File: config.mk
export PLATFORM = sky130hd
export DESIGN_NAME = e203_exu_oitf_ctrl_flat
export DESIGN_NICKNAME = d
export VERILOG_FILES = /design/src/rtl/e203_exu_oitf_ctrl_pkg.sv /design/src/rtl/e203_exu_oitf_ctrl_if.sv /design/src/rtl/e203_exu_oitf_ptr.sv /design/src/rtl/e203_exu_oitf_ctrl.sv /design/src/flat_wrapper.sv
export SDC_FILE = /design/constraint.sdc
export NUM_CORES = 1
export LEC_CHECK = 0
export BUFFER_PORTS_ARGS = -buffer_cell sky130_fd_sc_hd__clkbuf_2
export CORE_MARGIN = 4
export CORE_UTILIZATION = 35
export DETAILED_ROUTE_END_ITERATION = 8
export SETUP_SLACK_MARGIN = 0.05
export SLEW_MARGIN = 10
export SYNTH_ARGS = -nofsm -noshare
export SYNTH_HDL_FRONTEND = slang
export SYNTH_SLANG_ARGS = --single-unit
File: constraint.sdc
create_clock -name clk -period 2.9 [get_ports clk]
set_input_delay 0.58 -clock clk [delete_from_list [all_inputs] [get_ports clk]]
set_output_delay 0.58 -clock clk [all_outputs]
set_load 0.01 [all_outputs]
File: src/rtl/e203_exu_oitf_ctrl_pkg.sv
//------------------------------------------------------------------------------
// Module   : e203_exu_oitf_ctrl_pkg
// Brief    : Shared e203 OITF sizing constants, entry payload type, match helper.
// Revision : 1.0
//------------------------------------------------------------------------------
`default_nettype none

package e203_exu_oitf_ctrl_pkg;

  localparam int E203_OITF_DEPTH = 2;
  localparam int E203_ITAG_W     = $clog2(E203_OITF_DEPTH);
  localparam int E203_RFIDX_W    = 5;
  localparam int E203_PC_SIZE    = 32;

  typedef struct packed {
    logic                    rdwen;
    logic                    rdfpu;
    logic [E203_RFIDX_W-1:0] rdidx;
    logic [E203_PC_SIZE-1:0] pc;
  } oitf_entry_t;

  // One entry's contribution to a dispatch-side dependency check.
  function automatic logic oitf_rd_hit(
    input logic                    valid,
    input oitf_entry_t             ent,
    input logic                    en,
    input logic [E203_RFIDX_W-1:0] idx,
    input logic                    fpu
  );
    return valid & ent.rdwen & en & (ent.rdidx == idx) & (ent.rdfpu == fpu);
  endfunction

endpackage

`default_nettype wire

File: src/rtl/e203_exu_oitf_ctrl_if.sv
//------------------------------------------------------------------------------
// Module   : e203_exu_oitf_ctrl_if
// Brief    : Dispatch, retire and dependency-match signals of the OITF.
// Revision : 1.0
//------------------------------------------------------------------------------
`default_nettype none

interface e203_exu_oitf_ctrl_if
  import e203_exu_oitf_ctrl_pkg::*;
#(
  parameter int ITAG_W  = E203_ITAG_W,
  parameter int PC_SIZE = E203_PC_SIZE
) ();

  logic                    dis_ena;
  logic                    dis_ready;
  logic [ITAG_W-1:0]       dis_ptr;

  logic                    disp_rs1en;
  logic                    disp_rs2en;
  logic                    disp_rs3en;
  logic                    disp_rdwen;
  logic [E203_RFIDX_W-1:0] disp_rs1idx;
  logic [E203_RFIDX_W-1:0] disp_rs2idx;
  logic [E203_RFIDX_W-1:0] disp_rs3idx;
  logic [E203_RFIDX_W-1:0] disp_rdidx;
  logic                    disp_rs1fpu;
  logic                    disp_rs2fpu;
  logic                    disp_rs3fpu;
  logic                    disp_rdfpu;
  logic [PC_SIZE-1:0]      disp_pc;

  logic                    ret_ena;
  logic [ITAG_W-1:0]       ret_ptr;
  logic                    ret_rdwen;
  logic                    ret_rdfpu;
  logic [E203_RFIDX_W-1:0] ret_rdidx;
  logic [PC_SIZE-1:0]      ret_pc;

  logic                    oitfrd_match_disprs1;
  logic                    oitfrd_match_disprs2;
  logic                    oitfrd_match_disprs3;
  logic                    oitfrd_match_disprd;
  logic                    oitf_empty;

  modport master (
    output dis_ena, disp_rs1en, disp_rs2en, disp_rs3en, disp_rdwen,
           disp_rs1idx, disp_rs2idx, disp_rs3idx, disp_rdidx,
           disp_rs1fpu, disp_rs2fpu, disp_rs3fpu, disp_rdfpu, disp_pc, ret_ena,
    input  dis_ready, dis_ptr, ret_ptr, ret_rdwen, ret_rdfpu, ret_rdidx, ret_pc,
           oitfrd_match_disprs1, oitfrd_match_disprs2, oitfrd_match_disprs3,
           oitfrd_match_disprd, oitf_empty
  );

  modport slave (
    input  dis_ena, disp_rs1en, disp_rs2en, disp_rs3en, disp_rdwen,
           disp_rs1idx, disp_rs2idx, disp_rs3idx, disp_rdidx,
           disp_rs1fpu, disp_rs2fpu, disp_rs3fpu, disp_rdfpu, disp_pc, ret_ena,
    output dis_ready, dis_ptr, ret_ptr, ret_rdwen, ret_rdfpu, ret_rdidx, ret_pc,
           oitfrd_match_disprs1, oitfrd_match_disprs2, oitfrd_match_disprs3,
           oitfrd_match_disprd, oitf_empty
  );

endinterface

`default_nettype wire

File: src/rtl/e203_exu_oitf_ptr.sv
//------------------------------------------------------------------------------
// Module   : e203_exu_oitf_ptr
// Brief    : Circular-buffer pointer with wrap flag, increment enable, sync reset.
// Revision : 1.0
//------------------------------------------------------------------------------
`default_nettype none

module e203_exu_oitf_ptr #(
  parameter int DEPTH = 2,
  parameter int PTR_W = 1
) (
  input  wire logic             clk,
  input  wire logic             rst,
  input  wire logic             inc_i,
  output logic      [PTR_W-1:0] ptr_o,
  output logic                  flag_o
);

  localparam logic [PTR_W-1:0] LAST = PTR_W'(DEPTH - 1);
  localparam logic [PTR_W-1:0] ONE  = PTR_W'(1);

  logic [PTR_W-1:0] ptr_q, ptr_d;
  logic             flag_q, flag_d;

  always_comb begin
    ptr_d  = ptr_q;
    flag_d = flag_q;
    if (inc_i) begin
      if (ptr_q == LAST) begin
        ptr_d  = '0;
        flag_d = ~flag_q;
      end else begin
        ptr_d  = ptr_q + ONE;
      end
    end
  end

  always_ff @(posedge clk) begin
    if (rst) begin
      ptr_q  <= '0;
      flag_q <= 1'b0;
    end else begin
      ptr_q  <= ptr_d;
      flag_q <= flag_d;
    end
  end

  assign ptr_o  = ptr_q;
  assign flag_o = flag_q;

endmodule

`default_nettype wire

File: src/rtl/e203_exu_oitf_ctrl.sv
//------------------------------------------------------------------------------
// Module   : e203_exu_oitf_ctrl
// Brief    : Outstanding-instruction track FIFO with rd-dependency matching.
// Revision : 1.0
//------------------------------------------------------------------------------
`default_nettype none

module e203_exu_oitf_ctrl
  import e203_exu_oitf_ctrl_pkg::*;
#(
  parameter int OITF_DEPTH = E203_OITF_DEPTH,
  parameter int ITAG_W     = $clog2(OITF_DEPTH)
) (
  input  wire logic           clk,
  input  wire logic           rst,
  e203_exu_oitf_ctrl_if.slave oitf
);

  logic [ITAG_W-1:0] alloc_ptr;
  logic [ITAG_W-1:0] ret_ptr;
  logic              alloc_flag;
  logic              ret_flag;
  logic              ptr_eq;
  logic              empty;
  logic              full;
  logic              alloc_fire;
  logic              ret_fire;

  assign ptr_eq     = (alloc_ptr == ret_ptr);
  assign empty      = ptr_eq & (alloc_flag == ret_flag);
  assign full       = ptr_eq & (alloc_flag != ret_flag);
  assign alloc_fire = oitf.dis_ena & ~full;
  assign ret_fire   = oitf.ret_ena & ~empty;

  e203_exu_oitf_ptr #(
    .DEPTH (OITF_DEPTH),
    .PTR_W (ITAG_W)
  ) u_alloc_ptr (
    .clk    (clk),
    .rst    (rst),
    .inc_i  (alloc_fire),
    .ptr_o  (alloc_ptr),
    .flag_o (alloc_flag)
  );

  e203_exu_oitf_ptr #(
    .DEPTH (OITF_DEPTH),
    .PTR_W (ITAG_W)
  ) u_ret_ptr (
    .clk    (clk),
    .rst    (rst),
    .inc_i  (ret_fire),
    .ptr_o  (ret_ptr),
    .flag_o (ret_flag)
  );

  oitf_entry_t           disp_ent;
  oitf_entry_t           ent_pl [OITF_DEPTH];
  logic [OITF_DEPTH-1:0] ent_vld;
  logic [OITF_DEPTH-1:0] hit_rs1;
  logic [OITF_DEPTH-1:0] hit_rs2;
  logic [OITF_DEPTH-1:0] hit_rs3;
  logic [OITF_DEPTH-1:0] hit_rd;

  assign disp_ent.rdwen = oitf.disp_rdwen;
  assign disp_ent.rdfpu = oitf.disp_rdfpu;
  assign disp_ent.rdidx = oitf.disp_rdidx;
  assign disp_ent.pc    = oitf.disp_pc;

  for (genvar i = 0; i < OITF_DEPTH; i++) begin : g_entry
    logic        valid_q;
    oitf_entry_t pl_q;
    logic        set;
    logic        clr;

    assign set = alloc_fire & (alloc_ptr == ITAG_W'(i));
    assign clr = ret_fire & (ret_ptr == ITAG_W'(i));

    // Set and clear of one index never coincide: that needs a full or empty buffer.
    always_ff @(posedge clk) begin
      if (rst) begin
        valid_q <= 1'b0;
      end else if (set) begin
        valid_q <= 1'b1;
      end else if (clr) begin
        valid_q <= 1'b0;
      end
    end

    always_ff @(posedge clk) begin
      if (set) begin
        pl_q <= disp_ent;
      end
    end

    assign ent_vld[i] = valid_q;
    assign ent_pl[i]  = pl_q;
    assign hit_rs1[i] = oitf_rd_hit(valid_q, pl_q, oitf.disp_rs1en, oitf.disp_rs1idx, oitf.disp_rs1fpu);
    assign hit_rs2[i] = oitf_rd_hit(valid_q, pl_q, oitf.disp_rs2en, oitf.disp_rs2idx, oitf.disp_rs2fpu);
    assign hit_rs3[i] = oitf_rd_hit(valid_q, pl_q, oitf.disp_rs3en, oitf.disp_rs3idx, oitf.disp_rs3fpu);
    assign hit_rd[i]  = oitf_rd_hit(valid_q, pl_q, oitf.disp_rdwen, oitf.disp_rdidx, oitf.disp_rdfpu);
  end

  oitf_entry_t ret_ent;
  logic        unused_vld;

  assign ret_ent    = ent_pl[ret_ptr];
  assign unused_vld = ^ent_vld;

  assign oitf.dis_ready            = ~full;
  assign oitf.dis_ptr              = alloc_ptr;
  assign oitf.ret_ptr              = ret_ptr;
  assign oitf.ret_rdwen            = ret_ent.rdwen;
  assign oitf.ret_rdfpu            = ret_ent.rdfpu;
  assign oitf.ret_rdidx            = ret_ent.rdidx;
  assign oitf.ret_pc               = ret_ent.pc;
  assign oitf.oitfrd_match_disprs1 = |hit_rs1;
  assign oitf.oitfrd_match_disprs2 = |hit_rs2;
  assign oitf.oitfrd_match_disprs3 = |hit_rs3;
  assign oitf.oitfrd_match_disprd  = |hit_rd;
  assign oitf.oitf_empty           = empty;

endmodule

`default_nettype wire

File: src/flat_wrapper.sv
// flat-port wrapper written by rule: the top's interface ports become plain ports
module e203_exu_oitf_ctrl_flat import e203_exu_oitf_ctrl_pkg::*;
#(
  parameter int OITF_DEPTH = E203_OITF_DEPTH,
  parameter int ITAG_W     = $clog2(OITF_DEPTH)
)
  (clk, rst, oitf_dis_ena, oitf_disp_rs1en, oitf_disp_rs2en, oitf_disp_rs3en, oitf_disp_rdwen, oitf_disp_rs1idx, oitf_disp_rs2idx, oitf_disp_rs3idx, oitf_disp_rdidx, oitf_disp_rs1fpu, oitf_disp_rs2fpu, oitf_disp_rs3fpu, oitf_disp_rdfpu, oitf_disp_pc, oitf_ret_ena, oitf_dis_ready, oitf_dis_ptr, oitf_ret_ptr, oitf_ret_rdwen, oitf_ret_rdfpu, oitf_ret_rdidx, oitf_ret_pc, oitf_oitfrd_match_disprs1, oitf_oitfrd_match_disprs2, oitf_oitfrd_match_disprs3, oitf_oitfrd_match_disprd, oitf_oitf_empty);
  e203_exu_oitf_ctrl_if #(.ITAG_W(ITAG_W), .PC_SIZE(32)) oitf_i ();
  input  wire logic clk;
  input  wire logic rst;
  input wire logic [$bits(oitf_i.dis_ena)-1:0] oitf_dis_ena;
  input wire logic [$bits(oitf_i.disp_rs1en)-1:0] oitf_disp_rs1en;
  input wire logic [$bits(oitf_i.disp_rs2en)-1:0] oitf_disp_rs2en;
  input wire logic [$bits(oitf_i.disp_rs3en)-1:0] oitf_disp_rs3en;
  input wire logic [$bits(oitf_i.disp_rdwen)-1:0] oitf_disp_rdwen;
  input wire logic [$bits(oitf_i.disp_rs1idx)-1:0] oitf_disp_rs1idx;
  input wire logic [$bits(oitf_i.disp_rs2idx)-1:0] oitf_disp_rs2idx;
  input wire logic [$bits(oitf_i.disp_rs3idx)-1:0] oitf_disp_rs3idx;
  input wire logic [$bits(oitf_i.disp_rdidx)-1:0] oitf_disp_rdidx;
  input wire logic [$bits(oitf_i.disp_rs1fpu)-1:0] oitf_disp_rs1fpu;
  input wire logic [$bits(oitf_i.disp_rs2fpu)-1:0] oitf_disp_rs2fpu;
  input wire logic [$bits(oitf_i.disp_rs3fpu)-1:0] oitf_disp_rs3fpu;
  input wire logic [$bits(oitf_i.disp_rdfpu)-1:0] oitf_disp_rdfpu;
  input wire logic [$bits(oitf_i.disp_pc)-1:0] oitf_disp_pc;
  input wire logic [$bits(oitf_i.ret_ena)-1:0] oitf_ret_ena;
  output wire logic [$bits(oitf_i.dis_ready)-1:0] oitf_dis_ready;
  output wire logic [$bits(oitf_i.dis_ptr)-1:0] oitf_dis_ptr;
  output wire logic [$bits(oitf_i.ret_ptr)-1:0] oitf_ret_ptr;
  output wire logic [$bits(oitf_i.ret_rdwen)-1:0] oitf_ret_rdwen;
  output wire logic [$bits(oitf_i.ret_rdfpu)-1:0] oitf_ret_rdfpu;
  output wire logic [$bits(oitf_i.ret_rdidx)-1:0] oitf_ret_rdidx;
  output wire logic [$bits(oitf_i.ret_pc)-1:0] oitf_ret_pc;
  output wire logic [$bits(oitf_i.oitfrd_match_disprs1)-1:0] oitf_oitfrd_match_disprs1;
  output wire logic [$bits(oitf_i.oitfrd_match_disprs2)-1:0] oitf_oitfrd_match_disprs2;
  output wire logic [$bits(oitf_i.oitfrd_match_disprs3)-1:0] oitf_oitfrd_match_disprs3;
  output wire logic [$bits(oitf_i.oitfrd_match_disprd)-1:0] oitf_oitfrd_match_disprd;
  output wire logic [$bits(oitf_i.oitf_empty)-1:0] oitf_oitf_empty;
  assign oitf_i.dis_ena = oitf_dis_ena;
  assign oitf_i.disp_rs1en = oitf_disp_rs1en;
  assign oitf_i.disp_rs2en = oitf_disp_rs2en;
  assign oitf_i.disp_rs3en = oitf_disp_rs3en;
  assign oitf_i.disp_rdwen = oitf_disp_rdwen;
  assign oitf_i.disp_rs1idx = oitf_disp_rs1idx;
  assign oitf_i.disp_rs2idx = oitf_disp_rs2idx;
  assign oitf_i.disp_rs3idx = oitf_disp_rs3idx;
  assign oitf_i.disp_rdidx = oitf_disp_rdidx;
  assign oitf_i.disp_rs1fpu = oitf_disp_rs1fpu;
  assign oitf_i.disp_rs2fpu = oitf_disp_rs2fpu;
  assign oitf_i.disp_rs3fpu = oitf_disp_rs3fpu;
  assign oitf_i.disp_rdfpu = oitf_disp_rdfpu;
  assign oitf_i.disp_pc = oitf_disp_pc;
  assign oitf_i.ret_ena = oitf_ret_ena;
  assign oitf_dis_ready = oitf_i.dis_ready;
  assign oitf_dis_ptr = oitf_i.dis_ptr;
  assign oitf_ret_ptr = oitf_i.ret_ptr;
  assign oitf_ret_rdwen = oitf_i.ret_rdwen;
  assign oitf_ret_rdfpu = oitf_i.ret_rdfpu;
  assign oitf_ret_rdidx = oitf_i.ret_rdidx;
  assign oitf_ret_pc = oitf_i.ret_pc;
  assign oitf_oitfrd_match_disprs1 = oitf_i.oitfrd_match_disprs1;
  assign oitf_oitfrd_match_disprs2 = oitf_i.oitfrd_match_disprs2;
  assign oitf_oitfrd_match_disprs3 = oitf_i.oitfrd_match_disprs3;
  assign oitf_oitfrd_match_disprd = oitf_i.oitfrd_match_disprd;
  assign oitf_oitf_empty = oitf_i.oitf_empty;
  e203_exu_oitf_ctrl #(.OITF_DEPTH(OITF_DEPTH), .ITAG_W(ITAG_W)) u_core (.clk(clk), .rst(rst), .oitf(oitf_i));
endmodule
# After elaboration in Yosys (flattened, before gate mapping)
# Index checks and enable logic that the tools add are counted.
# totals
reg_bits	84
word_cells	94
# op_classes
n_eq_ne	19
reduce_logical	8
order_cmp	1
bitwise	41
addsub	2
muxes	9
# op_table
op	count
39-bit two-way mux	3
5-bit equality test	8
1-bit AND	34
1-bit equality test	10
2-bit OR reduction	4
1-bit two-way mux	6
1-bit NOT	6
2-bit AND reduction	2
2-bit nonzero test	2
1-bit adder, second input constant	2
2-bit greater-or-equal comparator, second input constant	1
1-bit NOT with 2-bit output	1
1-bit inequality test	1

# Longest topological paths before layout
# logic_depth
depth_word	7
depth_mapped	5

# Hierarchy
# Synthesis repeated with hierarchy kept, for this count alone.
# hier_totals
hier_cells	240
area_unflattened_um2	3783.6
# modules_own_cells
mod	seq_area_each_um2	instances	area_per_inst_um2	cells_per_inst
e203_exu_oitf_ctrl	2382.3	1	3626.0	226
e203_exu_oitf_ptr	40.0	2	78.8	7

# Worst setup path before layout
# OpenSTA, ideal clock, no wires.
# synth_path
path_type	register to register
startpoint	reg u_core.u_ret_ptr.ptr_q (netlist: u_core.u_ret_ptr.ptr_o)
endpoint	reg u_core.g_entry[0].pl_q, in the netlist u_core.ent_pl[39] (enable)
t_arrival_ps	1838
path_slack_ps	668
path_stages_with_launch	6
setup_ps	394
required_ps	2506
cell_sequence	dfxtp_1 buf_4 xor2_2 o21ai_1 or2_1 inv_1
# synth_between
elab_chain_len	5
# synth_rtl
item	line	source
start: declaration	e203_exu_oitf_ptr.sv:22	logic [PTR_W-1:0] ptr_q, ptr_d;
start signal: assignment	e203_exu_oitf_ptr.sv:43	ptr_q <= ptr_d;
1-bit equality test	e203_exu_oitf_ctrl.sv:29	assign ptr_eq = (alloc_ptr == ret_ptr);
1-bit AND	e203_exu_oitf_ctrl.sv:31	assign full = ptr_eq & (alloc_flag != ret_flag);
1-bit NOT	e203_exu_oitf_ctrl.sv:32	assign alloc_fire = oitf.dis_ena & ~full;
1-bit AND	e203_exu_oitf_ctrl.sv:32	
1-bit AND	e203_exu_oitf_ctrl.sv:76	assign set = alloc_fire & (alloc_ptr == ITAG_W'(i));
net u_core.g_entry[0].set	e203_exu_oitf_ctrl.sv:73	logic set;
end signal: assignment	e203_exu_oitf_ctrl.sv:92	pl_q <= disp_ent;
end: declaration	e203_exu_oitf_ctrl.sv:72	oitf_entry_t pl_q;
# The timed path passes the listed nets, and every way through them passes these cells.
# A chain may end at the register's enable or synchronous reset.

# Worst setup path in the final report
# layout_path
startpoint	reg u_core.g_entry[0].pl_q, in the netlist u_core.ent_pl[72]
endpoint	out oitf_oitfrd_match_disprs1
# layout_between
elab_chain_len	4
# layout_rtl
item	line	source
5-bit equality test	e203_exu_oitf_ctrl_pkg.sv:30	return valid & ent.rdwen & en & (ent.rdidx == idx) & (ent.rdfpu == fpu);
1-bit AND (2 in series)	e203_exu_oitf_ctrl_pkg.sv:30	
2-bit OR reduction	e203_exu_oitf_ctrl.sv:117	assign oitf.oitfrd_match_disprs1 = |hit_rs1;
end: declaration	flat_wrapper.sv:33	output wire logic [$bits(oitf_i.oitfrd_match_disprs1)-1:0] oitf_oitfrd_match_disprs1;
# Every way passes these cells.

==> metrics.txt <==
status=finished, final reports clean; cell family with most CP delay=simple AND/OR/NAND/NOR gates; routed via count=2,204; fin cells=roughly 480; CTS tree=done; pin count of the biggest net entering global routing=33; DP Cell Count=between 400 and 500; die area=about 0.012 mm2; Final Max Slew Viols=0; Post-Syn Nets=~300; Post-CTS Setup Repair Bufs=0; worst path buffer plus inverter count=1; Critical R2R Launch=u_core.u_ret_ptr.ptr_o; synth unique cells=21; multi-input combinational cell area=0.00114 mm2; highest fanout seen on the critical path=5; # fillers=980; placer congestion estimate=between 0.8 and 0.9; CP required=around 2300 ps; routed len/inst=about 16 um; drt first pass iters=4; std cell rows=37; Post-Synthesis Cells=234; syn avg cell area=about 16 um2; Setup CP Type=flip-flop to output port; number of enable flip-flop cells after synthesis=78; top cell type's share of synthesized area=around 64%; port bufs=110; core area=approximately 0.010 mm2; DRC violations left=0; Min-Delay Startpoint=oitf_disp_pc[9]; Cell Area, Synth=between 0.003 and 0.004 mm2; Initial Util=between 30% and 40%; Total Wirelength=7730 um; Yosys top cell by area=edfxtp_1; pwr dens=~680 mW/mm2; peak supply drop=about 0.35 mV; CP max stage cell=edfxtp_1; post-route ant nets=0; ranking of synthesized cells by area=edfxtp_1 64%, mux2_2 12%, xor2_1 6.7%, xnor2_1 5.9%, dfxtp_1 3.3%; share of post-route cells with drive strength above 1=49.0%; initial antenna violation count=0; Clock Tree Buf Depth=2; initial drt markers=101; number of H-tree levels=3; Total Power=3.09 mW; Area Overhead vs Synth=24.2%; Clock Root Buffer=clkbuf_8; CP Launch Type=flip-flop; crit end category=output port; Synth async-reset ratio=0%; clock buffer count from CTS=9; sequential area share after synthesis=between 60% and 70%; maximum clock rate=approximately 400 MHz; yosys warns=0; Die W=roughly 110 um; CTS resizes=0; Die Ht=roughly 110 um; # hold bufs at CTS=0; cell with the most instances after synthesis=edfxtp_1; clock latency on the worst-skew pair=between 300 and 400 ps; Worst-path clk slew=~90 ps; number of global-route vias before repair=between 2,000 and 2,500; Slew @ Worst Pin=493 ps; Post-Route Skew=about 7.8 ps; primary flip-flop cell chosen by synthesis mapping=edfxtp_1; Setup TNS=0 ps; final setup violation count=0; Relative slew margins=~67%; CP startpoint=u_core.ent_pl[72]; Hold WC Path Type=input pin to flip-flop; Clock Sinks=84; Tmin final=~2500 ps; cells along the critical path=xor2_1 > nor4_1 > nand4_1 > a21boi_1 > clkbuf_2; first-pass GRT wire length=between 10,000 and 15,000 um; Ports=111; HPWL Detailed=roughly 5700 um; remaining global-route overflow=0; max-cap violations=0; nets=around 410; FF+latch area=about 0.0025 mm2; GRT Resource Usage Total=between 10% and 20%; top post-synthesis cells by count=78 x edfxtp_1, 39 x mux2_2, 28 x xor2_1; CP max stage delay=between 500 and 600 ps; LEAKAGE=around 1.7 nW; RSZ-0062 raised after global routing=no; period utilisation layout=about 88%; Hold Vio Cnt, Final=0; # diodes=0; synthesized flop and latch total=84; Via density=approximately 4.6; Worst EP arrival=roughly 2000 ps
[stage by stage]
stage / instance area (um2) / setup WS (ps) / hold WS, ps / util, %
floorplan: 3680 / 668 / 431 / -
global placement: 4370 / 675 / 461 / 42.5
detailed placement: 4370 / 565 / 465 / 42.5
CTS: 4570 / 322 / 388 / 44.5
global route: 4570 / 162 / 382 / 44.5
finish: 4570 / 354 / 414 / 44.5
[state kept, by name, indices dropped and copies added, names as in the netlist]
register / count
u_core.u_ret_ptr.ptr_o: 1
u_core.u_alloc_ptr.flag_o: 1
u_core.u_alloc_ptr.ptr_o: 1
u_core.u_ret_ptr.flag_o: 1
u_core.ent_pl: 78
u_core.g_entry.valid_q: 2
[worst paths after layout]
| kind | to | slack, ps | cells after the start |
|---|---|---|---|
| setup reg to reg | u_core.ent_pl[58] | 780 | 5 |
| hold reg to reg | u_core.g_entry[1].valid_q | 470 | 2 |
| hold / removal | u_core.ent_pl[48] | 410 | 1 |
| setup / recovery | oitf_oitfrd_match_disprs1 | 350 | 5 |
[routing by layer]
layer | part of all wire (%) | vias up | global-route usage (%)
met4 | 1.7 | 0 | 5.17
li1 | - | 1069 | -
met3 | 8.6 | 11 | 5.37
met5 | 0 | - | 0
met2 | 49 | 85 | 22.0
met1 | 41 | 1039 | 15.1
[area by class of cell]
class | count | area share [%]
Multi-Input combinational cell | 131 | 24.9
Timing Repair Buffer | 114 | 13.0
Clock buffer | 10 | 2.79
Clock inverter | 6 | 1.56
Tap cell | 136 | 3.72
Inverter | 2 | 0.164
Sequential cell | 84 | 53.9
[kinds of logic after synthesis]
group / after synthesis / share of synthesized area [%]
DFF: 84 / 66.9
AOI/OAI and AO/OA: 12 / 2.04
and+or+nand+nor: 26 / 3.88
buffers and inverters: 19 / 2.21
xor gates and xnor gates: 54 / 13.1
muxes: 39 / 11.9
[power breakdown]
group          switching, mW  internal, mW
Sequential            0.0740          1.45
Clock                  0.420         0.406
Combinational          0.384         0.355
Total                  0.877          2.22
[layout by cell type (no fill, tap or decap), types with 2 or more instances in the layout]
cell,synthesis,layout
o21ai_1,2,2
clkinvlp_4,0,2
nand4_1,8,8
nor4_1,8,8
clkinv_1,0,2
nor2_1,4,4
a21oi_1,3,3
inv_6,0,2
clkbuf_8,0,9
clkbuf_2,0,110
nand2_1,4,4
buf_4,1,3
xnor2_1,25,25
xor2_1,28,28
dfxtp_1,6,5
a21boi_1,4,4
o211ai_1,2,2
mux2_2,39,39
edfxtp_1,78,78
(Power assumes the default switching activity.)
